[src/rtl/muldiv_unit.sv]
// muldiv_unit: iterative RV32M multiply/divide unit (shift-add multiply, restoring divide)
// Ports: clk, rst (sync active-low), start/funct3/a/b request (sampled in IDLE),
//        flush aborts; busy = not IDLE, done one-cycle pulse, result held until next op.
module muldiv_unit #(
  parameter int XLEN = 32
) (
  input  logic            clk,
  input  logic            rst,
  input  logic            start,
  input  logic [2:0]      funct3,
  input  logic [XLEN-1:0] a,
  input  logic [XLEN-1:0] b,
  input  logic            flush,
  output logic            busy,
  output logic            done,
  output logic [XLEN-1:0] result
);
  localparam int CW = $clog2(XLEN);
  typedef enum logic [1:0] {IDLE, PREP, CALC, FIN} state_t;
  state_t state, state_n;
  logic [CW-1:0] cnt;
  logic [2:0] op;
  logic [XLEN-1:0] ra, rb, m;
  logic [2*XLEN-1:0] p, pv, mul_p, div_p;
  logic neg_q, neg_r, dz, ov;
  logic sa, sb, a_neg, b_neg, zero, ovf, ge;
  logic [XLEN-1:0] a_abs, b_abs, hi, lo, nr, fin_res;
  logic [XLEN:0] ms, r_sh;
  // p holds {acc, multiplier} while multiplying and {remainder, dividend/quotient} while dividing
  assign hi = p[2*XLEN-1:XLEN];
  assign lo = p[XLEN-1:0];
  assign sa = (op == 3'b001) || (op == 3'b010) || (op[2] && !op[0]);
  assign sb = (op == 3'b001) || (op[2] && !op[0]);
  assign a_neg = sa && ra[XLEN-1];
  assign b_neg = sb && rb[XLEN-1];
  assign a_abs = a_neg ? -ra : ra;
  assign b_abs = b_neg ? -rb : rb;
  assign zero = op[2] && (rb == '0);
  assign ovf = op[2] && !op[0] && (ra == {1'b1, {(XLEN-1){1'b0}}}) && (rb == '1);
  assign ms = {1'b0, hi} + (p[0] ? {1'b0, m} : '0);
  assign mul_p = {ms, p[XLEN-1:1]};
  assign r_sh = {hi, p[XLEN-1]};
  assign ge = r_sh >= {1'b0, m};
  assign nr = ge ? XLEN'(r_sh - {1'b0, m}) : r_sh[XLEN-1:0];
  assign div_p = {nr, p[XLEN-2:0], ge};
  assign pv = neg_q ? -p : p;
  assign fin_res = dz ? (op[1] ? ra : '1) :
                   ov ? (op[1] ? '0 : {1'b1, {(XLEN-1){1'b0}}}) :
                   op[2] ? (op[1] ? (neg_r ? -hi : hi) : (neg_q ? -lo : lo)) :
                   (op[1:0] == 2'b00 ? pv[XLEN-1:0] : pv[2*XLEN-1:XLEN]);
  assign busy = state != IDLE;
  always_comb begin
    state_n = state;
    case (state)
      IDLE: state_n = start ? PREP : IDLE;
      PREP: state_n = (zero || ovf) ? FIN : CALC;
      CALC: state_n = (cnt == CW'(XLEN-1)) ? FIN : CALC;
      FIN:  state_n = IDLE;
      default: state_n = IDLE;
    endcase
    if (flush) state_n = IDLE;
  end
  always_ff @(posedge clk) begin
    if (!rst) begin
      state <= IDLE;
      cnt <= '0;
      done <= 1'b0;
      result <= '0;
    end else begin
      state <= state_n;
      done <= (state == FIN) && !flush;
      if ((state == FIN) && !flush) result <= fin_res;
      if ((state == IDLE) && start && !flush) begin
        op <= funct3;
        ra <= a;
        rb <= b;
      end
      if (state == PREP) begin
        p <= {{XLEN{1'b0}}, a_abs};
        m <= b_abs;
        neg_q <= a_neg ^ b_neg;
        neg_r <= a_neg;
        dz <= zero;
        ov <= ovf;
        cnt <= '0;
      end
      if (state == CALC) begin
        cnt <= cnt + 1'b1;
        p <= op[2] ? div_p : mul_p;
      end
    end
  end
endmodule

[config.mk]
export PLATFORM = sky130hd
export DESIGN_NAME = muldiv_unit
export DESIGN_NICKNAME = d
export VERILOG_FILES = /design/src/rtl/muldiv_unit.sv
export SDC_FILE = /design/constraint.sdc
export NUM_CORES = 1
export LEC_CHECK = 0
export BUFFER_PORTS_ARGS = -buffer_cell sky130_fd_sc_hd__buf_2
export CAP_MARGIN = 20
export CELL_PAD_IN_SITES_DETAIL_PLACEMENT = 0
export CELL_PAD_IN_SITES_GLOBAL_PLACEMENT = 1
export CORE_ASPECT_RATIO = 0.5
export CORE_UTILIZATION = 51
export CTS_CLUSTER_SIZE = 16
export DETAILED_ROUTE_END_ITERATION = 8
export GPL_TIMING_DRIVEN = 0
export PLACE_DENSITY_LB_ADDON = 0.1
export SYNTH_ARGS = -nofsm -noshare
export SYNTH_HDL_FRONTEND = slang
export SYNTH_SLANG_ARGS = --single-unit
[constraint.sdc]
create_clock -name clk -period 4.9 [get_ports clk]
set_input_delay 0.98 -clock clk [delete_from_list [all_inputs] [get_ports clk]]
set_output_delay 0.98 -clock clk [all_outputs]
set_load 0.1 [all_outputs]
==> flow_summary.toml <==
[grt]
globalRouteOverflowTotal = 0
grt_pass1_wl_um = 85400
grtUsageTotal_pct = 35.2
grt_pass1_vias = 13800
grt_max_degree = 44
antenna_found_initial = 0

[setup_path]
crit_top_cell = "a21oi_1"
worstPathCellList = "inv_1 -> buf_1 -> nor2_1 -> ha_1 -> nand2_1 -> o31ai_1 -> o2111ai_1 -> a21oi_1 -> o221ai_1 -> a21oi_1 -> xnor2_1 -> o21ai_0 -> o311a_1"
critPathMaxStageDelay_ns = 0.73
worstSetupEndpointType = "flop"
crit_family = "compound AO/OA/AOI/OAI gates"
worst-setup-path-type = "reg2reg"
path_depth = 13
start_kind = "flop"
crit_arrival_ns = 4.95
worst-r2r-setup-slack_ns = 0.25
slowest_stage = "o31ai_1"
cp.buffers_inverters = 2
reg2regPathDepth = 13
required_ns = 5.20
worstPathMaxFanout = 10

[power]
finalPower_mw = 4.37
cellLeakagePower_nw = 6.87
pwr-share-seq_pct = 46.0
max-vdd-ir-drop_uv = 243
powerDensity_nw_per_um2 = 243
p_sw_mw = 1.20
internal_power_mw = 3.17
clkPwrFrac_pct = 40.9
power_switching_share_pct = 27.5
pwr-share-comb_pct = 13.1

[final_layout]
mostFrequentLayoutCell = "nand2_1"
nets = 2147
final_cell_mix = "nand2_1, edfxtp_1, nor2_1"
final_cells = 2437
antenna-diode-count = 0
final_layout_size_suffix_gt1_share_pct = 8.99
area_growth_pct = 11.7
final_cell_area_sq_um = 18000

[yosys]
synth.distinct_cells = 80
syn_nets = 2015
yosys_most_used_dff = "edfxtp_1"
synth.ff_latch_count = 207
syn_area_sq_um = 16100
ys.warnings.count = 0
synth_cells = 1866
synthArstFlopShare_pct = 0
yosysSeqAreaShare_pct = 36.2
synth_edf_count = 167
synth_area_per_cell_sq_um = 8.62

[detailed_routing]
via_per_inst = 6.32
post_drt_wl_per_cell_um = 23.4
firstDrtPassIters = 6
num_vias = 15400
ant_nets = 0
drt_iter0_markers = 1715
drc = 0
wl_um = 57000

[sta]
tns_ns = 0
worst_pin_slew_ns = 1.08
rsz0062_at_grt = "false"
fin_crit_ns = 4.65
slew-limit-headroom_pct = 27.6
clock_skew_ns = 0.0267
finalHoldViolations = 0
fmax_mhz = 215
period_share_pct = 94.9
drv_slew = 0
finalSetupViolCount = 0

[floorplanning]
core_sq_um = 30700
die_h_um = 128
num_rows = 45
initial_utilization_pct = 52.4
io_pins = 105
die_area_sq_um = 32300
die_w_um = 253

[placed_design]
gp_congestion = 1.01
dpl.cell_count = 2397
portBuffers = 104
place_area_sq_um = 17200
place_hpwl_um = 44000

[clock_network]
h-tree-depth = 1
cts_buffers = 22
cts_root_buf = "clkbuf_16"
numClockSinks = 207
holdBufCountCts = 0
insertion_delay_ns = 0.56
postCtsSetupBuffers = 0
clockBufferDepth = 3
cts_resized = 0
cts_tree = "done"
clk_pin_slew_worst_paths_ns = 0.07

[flow_run]
cap_violations = 0

[worst_hold_path]
hold_class = "reg2reg"
whs_path_depth = 2

[run_status]
status = "completed"
==> power groups by stage <==
stage               Clock, mW  Sequential, mW  Combinational [mW]
detailed placement          0            2.05               0.556
global placement            0            2.05               0.549
global route             1.85            2.01               0.621
finish                   1.79            2.01               0.573
CTS                      1.79            2.01               0.559
floorplan                   0            2.03               0.378
==> kinds of logic after synthesis <==
kind of cell	after synthesis	synth area share, %
AO/OA/AOI/OAI	567	22.1
XOR/XNOR	191	10.4
adder cells (fa/ha/maj)	78	6.16
buffers and inverters	179	4.20
flip-flops	207	36.2
multiplexers	46	2.90
AND/OR/NAND/NOR	598	18.1
==> sequential cells by signal, indices dropped and copies added, names as in the netlist <==
signal  flops
ra         32
result     32
rb         32
dz          1
neg_r       1
state       2
neg_q       1
cnt         5
m          32
p          64
op          3
ov          1
done        1
==> synthesized netlist by cell type, types with 16 or more instances <==
cell      count  share of area (%)
o21ai_1      32                1.0
xnor2_1     118                6.4
ha_1         76                5.9
inv_1        76                1.8
o21ai_0     145                4.5
o31ai_1      28                1.3
a21o_1       21               0.98
nor3_1       33                1.0
nand2b_1     25               0.97
mux2i_1      41                2.6
dfxtp_1      40                5.0
nand4_1      20               0.78
a211oi_1     18               0.84
nor2_1      155                3.6
nor2b_1      17               0.66
or3_1        23               0.89
and2_1       18               0.70
nand2_1     183                4.3
edfxtp_1    167                 31
clkbuf_1     87                2.0
or4_1        16               0.75
nand3_1      39                1.2
a31oi_1      33                1.3
a21oi_1     146                4.5
xor2_1       73                4.0
nor4_1       20               0.78
==> per-layer routing <==
| layer | vias up | track usage [%] | wire length, um |
|---|---|---|---|
| met5 | - | 0 | 0 |
| met4 | 0 | 8.91 | 1530 |
| li1 | 7156 | - | - |
| met2 | 788 | 51.9 | 23600 |
| met3 | 96 | 7.38 | 6500 |
| met1 | 7365 | 52.2 | 25400 |
==> final cells by class <==
type	instances	area (sq um)
multi-input cells	1480	9600
inverters	78	293
flip-flops and latches	207	5820
repair buffers	108	586
clock inverters	10	91.3
fillers	2853	12700
clock buffers	30	664
plain buffers	101	383
well taps	423	529
==> worst reg2reg max path: stages, from the launching register on <==
cell and delay (ns):
edfxtp_1 0.48, inv_1 0.30, buf_1 0.56, nor2_1 0.10, ha_1 0.36, nand2_1 0.11, o31ai_1 0.73, o2111ai_1 0.25
a21oi_1 0.32, o221ai_1 0.22, a21oi_1 0.46, xnor2_1 0.19, o21ai_0 0.14, o311a_1 0.18
==> worst paths after layout <==
check | startpoint | endpoint
max | p[0] | p[58]
min | result[18] | result[18]
max reg2reg | p[0] | p[58]
min reg2reg | result[18] | result[18]
==> stage by stage <==
stage          util (%)  worst slack [ns]  hold WS (ns)
4_1_cts            58.5             0.364         0.464
3_3_place_gp       55.8            -0.214         0.443
2_1_floorplan         -              1.46         0.459
6_report           58.5             0.249         0.462
3_5_place_dp       56.1             0.383         0.449
5_1_grt            58.5            0.0470         0.499
Power figures use the tool's default switching activity.
